$ cat config.mk
export PLATFORM = sky130hd
export DESIGN_NAME = mc_alu
export DESIGN_NICKNAME = d
export VERILOG_FILES = /design/src/rtl/alu_pkg.sv /design/src/rtl/mc_alu_iter.sv /design/src/rtl/mc_alu.sv
export SDC_FILE = /design/constraint.sdc
export NUM_CORES = 1
export LEC_CHECK = 0
export BUFFER_PORTS_ARGS = -buffer_cell sky130_fd_sc_hd__buf_2
export CAP_MARGIN = 30
export CORE_UTILIZATION = 35
export CTS_BUF_LIST = sky130_fd_sc_hd__clkbuf_8
export CTS_CLUSTER_DIAMETER = 30
export DETAILED_ROUTE_END_ITERATION = 7
export GPL_ROUTABILITY_DRIVEN = 0
export PLACE_DENSITY = 0.54
export SLEW_MARGIN = 20
export SYNTH_ARGS = -nofsm -noshare
export SYNTH_HDL_FRONTEND = slang
export SYNTH_SLANG_ARGS = --single-unit
$ cat constraint.sdc
create_clock -name clk -period 12.4 [get_ports clk]
set_clock_uncertainty 0.1 [all_clocks]
set_input_delay 0.62 -clock clk [delete_from_list [all_inputs] [get_ports clk]]
set_output_delay 0.62 -clock clk [all_outputs]
set_load 0.005 [all_outputs]
$ cat src/rtl/alu_pkg.sv
// Shared op codes, FSM state type and op classification for the multi-cycle ALU.
package alu_pkg;

    localparam logic [3:0] OP_ADD  = 4'b0000;
    localparam logic [3:0] OP_SUB  = 4'b0010;
    localparam logic [3:0] OP_AND  = 4'b0100;
    localparam logic [3:0] OP_OR   = 4'b0101;
    localparam logic [3:0] OP_SLT  = 4'b0111;
    localparam logic [3:0] OP_MULU = 4'b1000;
    localparam logic [3:0] OP_DIVU = 4'b1001;

    typedef enum logic [1:0] {
        IDLE = 2'd0,
        ITER = 2'd1,
        DONE = 2'd2
    } state_t;

    // Ops that run over WIDTH cycles in the iterative unit.
    function automatic logic is_iterative(input logic [3:0] op);
        return (op == OP_MULU) || (op == OP_DIVU);
    endfunction

endpackage

$ cat src/rtl/mc_alu_iter.sv
// Iterative shift-add multiplier / restoring divider sharing one (acc, q) register pair.
module mc_alu_iter
    import alu_pkg::*;
#(
    parameter int WIDTH = 32
) (
    input  logic             clk,
    input  logic             reset,
    input  logic             load,
    input  logic             step,
    input  logic             is_div_in,
    input  logic [WIDTH-1:0] a,
    input  logic [WIDTH-1:0] b,
    output logic [WIDTH-1:0] acc_next,
    output logic [WIDTH-1:0] q_next,
    output logic             last
);

    localparam int CW = $clog2(WIDTH + 1);

    logic [WIDTH-1:0] acc;
    logic [WIDTH-1:0] q;
    logic [WIDTH-1:0] opd;
    logic             is_div;
    logic [CW-1:0]    cnt;
    logic [WIDTH:0]   sum;
    logic [WIDTH:0]   rem;
    logic [WIDTH:0]   diff;

    assign last = (cnt == CW'(1));

    // One iteration step: mulu adds the multiplicand when q[0] is set and shifts
    // {acc, q} right; divu shifts {acc, q} left and keeps the trial subtract if
    // it did not underflow (acc < divisor holds, so bit WIDTH flags the sign).
    always_comb begin
        acc_next = acc;
        q_next   = q;
        sum      = '0;
        rem      = '0;
        diff     = '0;
        if (is_div) begin
            rem  = {acc, q[WIDTH-1]};
            diff = rem - {1'b0, opd};
            if (!diff[WIDTH]) begin
                acc_next = diff[WIDTH-1:0];
                q_next   = {q[WIDTH-2:0], 1'b1};
            end else begin
                acc_next = rem[WIDTH-1:0];
                q_next   = {q[WIDTH-2:0], 1'b0};
            end
        end else begin
            sum      = {1'b0, acc} + (q[0] ? {1'b0, opd} : '0);
            acc_next = sum[WIDTH:1];
            q_next   = {sum[0], q[WIDTH-1:1]};
        end
    end

    // Operand capture at accept, then one step per ITER cycle.
    always_ff @(posedge clk or posedge reset) begin
        if (reset) begin
            acc    <= '0;
            q      <= '0;
            opd    <= '0;
            is_div <= 1'b0;
            cnt    <= '0;
        end else if (load) begin
            acc    <= '0;
            q      <= is_div_in ? a : b;
            opd    <= is_div_in ? b : a;
            is_div <= is_div_in;
            cnt    <= CW'(WIDTH);
        end else if (step) begin
            acc <= acc_next;
            q   <= q_next;
            cnt <= cnt - CW'(1);
        end
    end

endmodule

$ cat src/rtl/mc_alu.sv
// Multi-cycle ALU: start/busy/done handshake, single-cycle logic ops and
// iterative unsigned multiply/divide, with registered results and flags.
module mc_alu
    import alu_pkg::*;
#(
    parameter int WIDTH = 32
) (
    input  logic             clk,
    input  logic             reset,
    input  logic             start,
    input  logic [3:0]       op,
    input  logic [WIDTH-1:0] a,
    input  logic [WIDTH-1:0] b,
    output logic [WIDTH-1:0] ans,
    output logic [WIDTH-1:0] hi,
    output logic             zero,
    output logic             carry,
    output logic             ovf,
    output logic             dbz,
    output logic             illegal,
    output logic             busy,
    output logic             done
);

    state_t           state;
    logic [WIDTH:0]   add_w;
    logic [WIDTH:0]   sub_w;
    logic [WIDTH-1:0] s_ans;
    logic [WIDTH-1:0] s_hi;
    logic             s_carry;
    logic             s_ovf;
    logic             s_dbz;
    logic             s_ill;
    logic             go_iter;
    logic             iter_load;
    logic [WIDTH-1:0] acc_next;
    logic [WIDTH-1:0] q_next;
    logic             last;

    assign busy      = (state != IDLE);
    assign done      = (state == DONE);
    assign go_iter   = is_iterative(op) && !((op == OP_DIVU) && (b == '0));
    assign iter_load = (state == IDLE) && start && go_iter;
    assign add_w     = {1'b0, a} + {1'b0, b};
    assign sub_w     = {1'b0, a} + {1'b0, ~b} + (WIDTH+1)'(1);

    // Single-cycle results, including the divide-by-zero and illegal shortcuts.
    always_comb begin
        s_ans   = '0;
        s_hi    = '0;
        s_carry = 1'b0;
        s_ovf   = 1'b0;
        s_dbz   = 1'b0;
        s_ill   = 1'b0;
        case (op)
            OP_ADD: begin
                s_ans   = add_w[WIDTH-1:0];
                s_carry = add_w[WIDTH];
                s_ovf   = (a[WIDTH-1] == b[WIDTH-1]) && (add_w[WIDTH-1] != a[WIDTH-1]);
            end
            OP_SUB: begin
                s_ans   = sub_w[WIDTH-1:0];
                s_carry = sub_w[WIDTH];
                s_ovf   = (a[WIDTH-1] != b[WIDTH-1]) && (sub_w[WIDTH-1] != a[WIDTH-1]);
            end
            OP_AND:  s_ans = a & b;
            OP_OR:   s_ans = a | b;
            OP_SLT:  s_ans = {{(WIDTH-1){1'b0}}, ($signed(a) < $signed(b))};
            OP_MULU: s_ans = '0;
            OP_DIVU: begin
                s_ans = '1;
                s_hi  = a;
                s_dbz = 1'b1;
            end
            default: s_ill = 1'b1;
        endcase
    end

    // Control FSM and output registers; outputs only change when entering DONE.
    always_ff @(posedge clk or posedge reset) begin
        if (reset) begin
            state   <= IDLE;
            ans     <= '0;
            hi      <= '0;
            zero    <= 1'b0;
            carry   <= 1'b0;
            ovf     <= 1'b0;
            dbz     <= 1'b0;
            illegal <= 1'b0;
        end else begin
            case (state)
                IDLE: begin
                    if (start) begin
                        if (go_iter) begin
                            state <= ITER;
                        end else begin
                            state   <= DONE;
                            ans     <= s_ans;
                            hi      <= s_hi;
                            zero    <= (s_ans == '0);
                            carry   <= s_carry;
                            ovf     <= s_ovf;
                            dbz     <= s_dbz;
                            illegal <= s_ill;
                        end
                    end
                end
                ITER: begin
                    if (last) begin
                        state   <= DONE;
                        ans     <= q_next;
                        hi      <= acc_next;
                        zero    <= (q_next == '0);
                        carry   <= 1'b0;
                        ovf     <= 1'b0;
                        dbz     <= 1'b0;
                        illegal <= 1'b0;
                    end
                end
                DONE:    state <= IDLE;
                default: state <= IDLE;
            endcase
        end
    end

    mc_alu_iter #(.WIDTH(WIDTH)) u_iter (
        .clk       (clk),
        .reset     (reset),
        .load      (iter_load),
        .step      (state == ITER),
        .is_div_in (op == OP_DIVU),
        .a         (a),
        .b         (b),
        .acc_next  (acc_next),
        .q_next    (q_next),
        .last      (last)
    );

endmodule

# [Word level (Yosys, flattened, before mapping)]
# Cells that the tools add are included.
[totals] reg_bits=174 latchBits=0 mem_bits_rw=0 romBits=0 inputBits=71 wordCells=106 memories=0
[classes] addsub=6 n_mul=0 n_div=0 order_cmp=1 n_eq_ne=16 n_shift=0 n_mux=48 bitwise=3 n_reduce_logical=19
[ops] operator="two-way mux 32 bit" count=17
[ops] operator="case mux 32 bit (6 select lines)" count=1
[ops] operator="case mux 32 bit (2 select lines)" count=2
[ops] operator="logical NOT 32 bit" count=3
[ops] operator="adder 32 x 32 -> 33 bit" count=2
[ops] operator="adder 32 x 33 -> 33 bit" count=1
[ops] operator="adder 33 x 1 -> 33 bit (second input constant)" count=1
[ops] operator="subtractor 33 x 32 -> 33 bit" count=1
[ops] operator="AND 32 bit" count=1
[ops] operator="less-than comparator 32 bit" count=1
[ops] operator="NOT 32 bit" count=1
[ops] operator="bitwise OR 32 bit" count=1
[ops] operator="two-way mux 1 bit" count=15
[ops] operator="case mux 1 bit (2 select lines)" count=7
[ops] operator="equality test 4 x 3 -> 1 bit (second input constant)" count=3
[ops] operator="two-way mux 6 bit" count=2
[ops] operator="equality test 4 bit (second input constant)" count=2
[ops] operator="OR reduction 7 bit" count=1
[ops] operator="equality test 6 x 1 -> 1 bit (second input constant)" count=1
[ops] operator="logical AND 1 bit" count=6
[ops] operator="two-way mux 2 bit" count=3
[ops] operator="inequality test 2 bit (second input constant)" count=3
[ops] operator="nonzero test 2 bit" count=3
[ops] operator="subtractor 6 x 1 -> 6 bit (second input constant)" count=1
[ops] operator="12 further kinds" count=14

# [Longest topological paths before layout]
# Gate-level depths: netlist of the first run.
[depth] ltp_word=9 depth_mapped=19 mapped_depth_nobuf=16

# [By module]
# From an unflattened synthesis of the first run, not the netlist that was laid out.
[unflattened] hier_cells=2484 area_unflattened_um2=18876.9
[modules_own_cells] mod="mc_alu_iter" instances=1 cells_each=1236 area_per_inst_um2=9799.4 seq_area_each_um2=2577.5
[modules_own_cells] mod="mc_alu" instances=1 cells_each=1248 area_per_inst_um2=9077.5 seq_area_each_um2=1776.7

# [Worst setup path before layout of the first run]
# No wires, ideal clock.
[synth_path] path_kind="register to register" startpoint="register u_iter.q[31]" endpoint="register hi[31]" arrival_time_ns=3.565 t_required_ns=12.221 setup_slack_ns=8.655 stages_incl_launch_ff=19 n_path_buf=3 cell_sequence="dfrtp_1 inv_1 ha_1 inv_1 fa_1 a211oi_1 nor2_1 o211ai_1 a211oi_1 or3_1 buf_2 a311o_1 xor2_1 buf_6 clkbuf_1 nor2_1 o21ai_0 o211ai_1 a2bb2oi_1"
[synth_via] elab_chain_cells=5
[synth_rtl] element="start: declaration" line_no="mc_alu_iter.sv:22" rtl="logic [WIDTH-1:0] q;"
[synth_rtl] element="start signal: assignment" line_no="mc_alu_iter.sv:68" rtl="q <= is_div_in ? a : b;"
[synth_rtl] element="start signal: assignment" line_no="mc_alu_iter.sv:74" rtl="q <= q_next;"
[synth_rtl] element="subtractor 33 x 32 -> 33 bit" line_no="mc_alu_iter.sv:43" rtl="diff = rem - {1'b0, opd};"
[synth_rtl] element="two-way mux 32 bit" line_no="mc_alu_iter.sv:44" rtl="if (!diff[WIDTH]) begin"
[synth_rtl] element="two-way mux 32 bit" line_no="mc_alu_iter.sv:41" rtl="if (is_div) begin"
[synth_rtl] element="two-way mux 32 bit" line_no="mc_alu.sv:109" rtl="if (last) begin"
[synth_rtl] element="case mux 32 bit (2 select lines)" line_no="mc_alu.sv:91" rtl="case (state)"
[synth_rtl] element="end signal: assignment" line_no="mc_alu.sv:99" rtl="hi <= s_hi;"
[synth_rtl] element="end signal: assignment" line_no="mc_alu.sv:112" rtl="hi <= acc_next;"
[synth_rtl] element="end: declaration" line_no="mc_alu.sv:15" rtl="output logic [WIDTH-1:0] hi,"
# Every way passes these cells. The select of a mux whose other input is x is not followed.
# A chain may end at the register's enable or synchronous reset.

# [Worst setup path in the final report of the first run]
[layout_path] startpoint="register u_iter.q[31]" endpoint="register hi[4]"
# Same word-level chain as after synthesis.

==> impl_metrics.yaml, run 1 <==
logic_synthesis:
  synth_top_family_by_area: "compound AO/OA/AOI/OAI gates"
  synth_cell_types: 84
  yosysMostFrequentCell: "a21oi_1"
  post_synth.cell_area_avg_sq_um: 7.58
  synth_edf_count: 0
  synth_top_area_frac: 0.252
  yosys.area_share.adder: 0.127
  synth_area_leader_cell: "dfrtp_1"
  synth_area_sq_um: 17300
  synth-simple-area-share: 0.179
  synthCells: 2283
  muxShareOfSynthArea: 0.0340
  synth_common_cells: "a21oi_1 (275), o21ai_0 (208), nor2_1 (205)"
  synth-seq-cells: 174
  synth.area.top_cells: "dfrtp_1 (25%), ha_1 (12%), a21oi_1 (8.0%), o21ai_0 (6.0%), nor2_1 (4.4%)"
  syn_nets: 2527
  synth-compound-area-share: 0.302
  seq_area_frac_synth: 0.252
  synthXorXnorAreaFrac: 0.0405
  yosysWarnings: 0
  synthArstFlopShare: 1.00
  synthFlopType: "dfrtp_1"
final_layout:
  fill_cells: 5204
  multi_input_area_sq_um: 11900
  insertedDiodeCount: 0
  final_area_sq_um: 19000
  final_nets: 2581
  drive_gt1_frac: 0.106
  seqCellArea_sq_um: 4360
  areaGrowthSynthToFinish_pct: 9.87
timing:
  fin_crit_ns: 4.95
  max_freq_mhz: 202
  setup_tns_ns: 0
  setup_viol: 0
  slew_viol_final: 0
  hold_viol: 0
  post-route-period-util: 0.399
  slew_headroom: 0.372
  rsz0062_at_grt: "no"
  worst_pin_slew_ns: 0.940
global_routing:
  grtUsageTotal: 0.264
  grt_pass1_vias: 17100
  grt_pass1_wl_mm: 102
  grt_overflow: 0
  antenna_found_initial: 2
  grt_max_degree: 113
clock_tree:
  cts_num_sinks: 174
  cts.repair.resized: 0
  htreeDepth: 4
  clockBufferDepth: 2
  post_cts_buffers: 0
  cts_made_buffers: 17
  cts.hold.buffers_added: 0
  clk_pin_slew_ns: 0.11
  clock_tree.root_cell: "clkbuf_8"
  clock_latency_ns: 0.52
  cts_tree: "built"
power:
  leakagePower_uw: 0.00865
  combPwrFrac: 0.602
  worst_ir_drop_vdd_mv: 0.0818
  power.switching_uw: 1770
  power.density_nw_per_um2: 191
  p_int_uw: 1850
  switching_share: 0.489
  power.total_uw: 3630
  clock_power_share: 0.128
  seqPwrFrac: 0.270
floorplanning:
  io_pins: 142
  initial_core_util: 0.354
  die_x_microns: 224
  core_area_sq_um: 48800
  rows: 81
  die_h_microns: 224
  dieArea_sq_um: 50300
worst_setup_path:
  worstSetupStartpointType: "flop"
  r2r_slack_ns: 7.45
  crit_required_ns: 12.75
  r2r_cells: 16
  critPathCaptureType: "flop"
  crit_type: "reg2reg"
  cp_data_arrival_time_ns: 5.30
  worstPathMaxFanout: 31
placed_design:
  place_hpwl_mm: 51.1
  io_buffers: 141
  placed_cell_area_sq_um: 18600
routing:
  routed_wl_mm: 67.0
  vias: 17900
  wl_met2_mm: 30.2
  drt_pass1_iterations: 6
  drc: 0
  dr_wl_met3_mm: 4.79
  routed_via_density: 5.93
  top_layer_used: "met5"
  ant_nets: 0
  wl_per_cell_microns: 22.2
  wl_met1_mm: 29.6
  drtIter0Drc: 1764
min_path:
  hold_path_class: "in2async"
job:
  cap_violations: 0
status:
  run_status: "finished, final reports clean"
[per-layer routing]
metal  GRT usage  up-vias
met5           0        -
met1       0.359     8626
met4       0.102        2
met3      0.0431      122
met2       0.418      798
li1            -     8321
[layout by cell type, fill, tap and decap left out, types with 6 or more instances in the layout]
master	netlist	layout
a2111oi_0	9	8
a211oi_1	55	55
a21o_1	43	43
a21oi_1	275	275
a221o_1	6	6
a22oi_1	23	23
a2bb2oi_1	6	6
a31oi_1	24	24
and2_1	44	44
and3_1	14	14
buf_2	13	141
buf_4	1	26
clkbuf_8	0	17
dfrtp_1	174	173
ha_1	169	169
inv_1	159	160
mux2_2	6	6
mux2i_1	49	49
nand2_1	202	202
nand2b_1	16	15
nand3_1	33	33
nand4_1	22	22
nor2_1	205	204
nor2b_1	21	21
nor3_1	31	28
nor3b_1	7	7
nor4_1	29	29
o211ai_1	45	45
o21a_1	12	12
o21ai_0	208	208
o21ai_1	11	11
o21bai_1	15	14
o221ai_1	9	9
o22ai_1	13	13
o31ai_1	18	18
or2_2	8	8
or3_1	9	9
xnor2_1	57	57
xor2_1	23	22
[final cells by class]
cell class,count,share of cell area
Multi-Input combinational cell,1814,0.624
Sequential cell,174,0.229
Timing Repair Buffer,169,0.0486
Tap cell,664,0.0437
Inverter,161,0.0322
Clock buffer,17,0.0123
Clock inverter,14,0.00961
[logic make-up after synthesis]
group / after synthesis
compound gates: 842
mux: 57
buf+inv: 295
fa+ha+maj: 173
flops: 174
simple gates: 662
xor+xnor: 80
[worst max-delay path, cell delays in order, from the launching register on]
cell	delay, ns
dfrtp_1	0.46
inv_1	0.08
ha_1	0.16
inv_1	0.05
fa_1	0.42
a211oi_1	0.26
nor2_1	0.12
o211ai_1	0.26
a211oi_1	0.16
or3_1	0.46
a311o_1	0.42
xor2_4	0.34
buf_4	0.47
inv_2	0.24
o311ai_0	0.39
o211ai_1	0.24
o211ai_1	0.23
[flip-flops by register name, indices dropped and copies added (netlist names)]
name           cells
u_iter.is_div      1
illegal            1
hi                32
dbz                1
carry              1
u_iter.opd        32
u_iter.q          32
u_iter.cnt         6
state              2
ovf                1
ans               32
zero               1
u_iter.acc        32
[power groups by stage]
| stage | Clock, uW | Sequential (uW) | Combinational, uW |
|---|---|---|---|
| 3_5_place_dp | 0 | 981 | 2140 |
| 3_3_place_gp | 0 | 978 | 2130 |
| 5_1_grt | 490 | 1000 | 2430 |
| 4_1_cts | 470 | 972 | 2160 |
| 6_report | 463 | 979 | 2180 |
| 2_1_floorplan | 0 | 915 | 1590 |
[per-stage QoR]
| stage | setup slack (ns) | hold WS, ns | instances | utilization |
|---|---|---|---|---|
| 3_3_place_gp | 7.15 | 0.350 | 2980 | 0.380 |
| 5_1_grt | 6.95 | 0.212 | 3013 | 0.389 |
| 3_5_place_dp | 7.16 | 0.361 | 2981 | 0.380 |
| 6_report | 7.45 | 0.129 | 3013 | 0.389 |
| 4_1_cts | 7.44 | 0.162 | 3012 | 0.389 |
| 2_1_floorplan | 6.96 | 0.363 | 2283 | - |
[path summary, 6_finish.rpt]
path	from	end
min in group clk	a[3]	hi[3]
max in group asynchronous	reset	u_iter.is_div
setup reg to reg	u_iter.q[31]	hi[4]
setup / recovery	u_iter.q[31]	hi[4]
hold / removal	reset	ans[25]
hold reg to reg	ans[17]	ans[17]
Note: power is estimated with default switching activity, not from simulation.
==> run 2: changes to the inputs <==
Settings changed: ABC_AREA set to 1, PLACE_DENSITY 0.54 to 0.56.
Clock period 12.4 ns to 4.2 ns, I/O delays scaled along.
==> run 2 against run 1 <==
  * Utilization down 0.26 points
  * Via count is 24% higher
  * Sequential cell count unchanged
  * Synthesized cell count rose by 45%
  * Clock power increased to 2.7 times the previous value
  * Cell count grew 38%
  * First-iteration DRC count is 40% higher
  * Synthesized area grew 15%
  * Routed wire length increased by 23%
  * Worst setup slack got worse by 6.7 ns
  * Largest cell class unchanged
  * Largest power group unchanged
==> impl_metrics.yaml, run 2 <==
status:
  run_status: "finished, final reports clean"
routing:
  wl_per_cell_microns: 19.7
  drt_pass1_iterations: 7
  routed_via_density: 5.31
  ant_nets: 0
  vias: 22100
  drc: 0
  drtIter0Drc: 2468
  routed_wl_mm: 82.1
logic_synthesis:
  synth_area_sq_um: 19900
  synth_edf_count: 0
  synth_common_cells: "nand2_1 (1031), inv_1 (517), nor2_1 (285)"
  synthFlopType: "dfrtp_1"
  synthArstFlopShare: 1.00
  synth_cell_types: 54
  syn_nets: 3553
  synth.area.top_cells: "dfrtp_1 (22%), nand2_1 (19%), ha_1 (11%), inv_1 (9.7%), nand3_1 (6.2%)"
  yosysMostFrequentCell: "nand2_1"
  synth_area_leader_cell: "dfrtp_1"
  synthCells: 3309
  yosysWarnings: 0
  seq_area_frac_synth: 0.218
  synth-seq-cells: 174
  synth_top_area_frac: 0.218
  post_synth.cell_area_avg_sq_um: 6.02
clock_tree:
  clk_pin_slew_ns: 0.10
  post_cts_buffers: 0
  cts_num_sinks: 174
  clock_tree.root_cell: "clkbuf_8"
  cts_tree: "built"
  cts_made_buffers: 17
  cts.repair.resized: 0
  htreeDepth: 4
  clockBufferDepth: 2
  clock_latency_ns: 0.51
placed_design:
  place_ws_ns: 0.673
  io_buffers: 141
  place_hpwl_mm: 66.2
  placed_cell_area_sq_um: 21200
min_path:
  hp-start: "a[14]"
  hold_path_class: "in2reg"
  hold_depth: 3
  hold_end: "u_iter.opd[14]"
timing:
  post-route-period-util: 0.822
  max_freq_mhz: 290
  fin_crit_ns: 3.45
  slew_headroom: 0.319
  worst_pin_slew_ns: 1.02
  setup_viol: 0
  hold_viol: 0
  setup_tns_ns: 0
  setup_slack_ns: 0.748
  rsz0062_at_grt: "no"
  slew_viol_final: 0
floorplanning:
  rows: 87
  dieArea_sq_um: 57900
  die_x_microns: 241
  initial_core_util: 0.354
  io_pins: 142
  core_area_sq_um: 56300
  die_h_microns: 241
final_layout:
  areaGrowthSynthToFinish_pct: 9.13
  final_area_sq_um: 21700
  mostFrequentLayoutCells: "nand2_1 (1031), inv_1 (516), nor2_1 (283), nand3_1 (248), o21ai_0 (223)"
  drive_gt1_frac: 0.0823
  final_common_cell: "nand2_1"
  fin_util: 0.386
  final_nets: 3637
worst_setup_path:
  crit_required_ns: 4.54
  worst_path_most_repeated_cell: "nand2_1"
  worstSetupStartpointType: "input port"
  critPathCaptureType: "flop"
  cp_data_arrival_time_ns: 3.79
  r2r_slack_ns: 0.76
  r2r_cells: 8
  crit-reg2reg-launch: "state[0]"
  crit_type: "in2reg"
  worstPathMaxFanout: 4
  reg2reg_to: "u_iter.opd[0]"
  critPathTopFamily: "simple AND/OR/NAND/NOR gates"
  slowest_delay_ns: 0.53
  slowest_stage: "dlygate4sd3_1"
  worst-path-buf-inv: 4
  crit_chain: "dlygate4sd3_1, buf_2, inv_1, ha_1, inv_1, fa_1, nand2_1, nand2_1, nand4_1, nand2_1, nand2_1, nand2_1, nand2_1, nand3_1, nand3_1, nand2_1, nor2_1, nand3_1, nor2_1, nand3_1, a21oi_1"
power:
  power.density_nw_per_um2: 589
  worst_ir_drop_vdd_mv: 0.333
  leakagePower_uw: 0.0118
global_routing:
  grt_max_degree: 79
  antenna_found_initial: 0
  grt_overflow: 0
  grt_pass1_wl_mm: 124
  grtUsageTotal: 0.285
  grt_pass1_vias: 20400
job:
  cap_violations: 0
## run 2: changes by cell type in the layout (fill, tap and decap cells not counted), sizes merged, moves of 21 or more
cell    before   now
nor2       205   292
a21oi      280   174
and2        44     3
a22oi       23     1
nand3       33   254
nand2      202  1047
a21o        43     8
nor2b       21     0
nand4       22    60
mux2i       49    10
a211oi      56     3
xnor2       57    12
inv        168   526
## run 2: how the worst max path moves through the flow
stage	start	to	cells after the start
6_report	a[0]	zero	21
5_1_grt	u_iter.q[0]	hi[25]	15
4_1_cts	state[0]	u_iter.opd[0]	8
3_5_place_dp	b[17]	ans[6]	12
3_3_place_gp	b[21]	ovf	11
2_1_floorplan	u_iter.q[0]	hi[30]	17
## run 2: area by class of cell
cell class                      count  area, sq um
Tap cell                          756          946
Antenna cell                        1         2.50
Timing Repair Buffer              180         1050
Clock inverter                     13          140
Fill cell                        6312        34500
Inverter                          524         1970
Multi-Input combinational cell   2496        13000
Clock buffer                       17          234
Sequential cell                   174         4360
## run 2: kinds of logic after synthesis
logic type	share of synthesized area
adder cells (fa/ha/maj)	0.110
AO/OA/AOI/OAI	0.157
XOR/XNOR	0.0145
multiplexers	0.00502
AND/OR/NAND/NOR	0.368
buffers and inverters	0.128
flip-flops	0.218
## run 2: layer usage
| layer | wire, microns | vias to the layer above | global-route usage |
|---|---|---|---|
| li1 | - | 10800 | - |
| met1 | 37900 | 10200 | 0.410 |
| met2 | 34100 | 1012 | 0.428 |
| met3 | 6900 | 132 | 0.0420 |
| met4 | 3210 | 0 | 0.105 |
| met5 | 0 | - | 0 |
## run 2: stage by stage
| step | std cells | hold slack, ns | total power, uW |
|---|---|---|---|
| 2_1_floorplan | 3309 | 0.266 | 8880 |
| 3_3_place_gp | 4116 | 0.266 | 11400 |
| 3_5_place_dp | 4117 | 0.269 | 11400 |
| 4_1_cts | 4159 | 0.00125 | 12700 |
| 5_1_grt | 4160 | 0.0187 | 14000 |
| 6_report | 4161 | 0.0212 | 12800 |
## run 2: power breakdown
group / total (uW) / switching, uW / internal (uW)
registers: 3140 / 768 / 2380
clock network: 1230 / 705 / 526
logic: 8440 / 5690 / 2760
## run 2: worst register-to-register path: cells and delay by family, from the launching register on
family / cells / cell delay (ns)
DFF: 1 / 0.43
and+or+nand+nor: 3 / 0.81
AOI/OAI and AO/OA: 1 / 0.21
buffers and inverters: 4 / 1.84
## run 2: timing repair
item,in CTS,in global routing
hold endpoints to repair,38,1
hold buffers,12,1
endpoints found under the setup margin,0,0
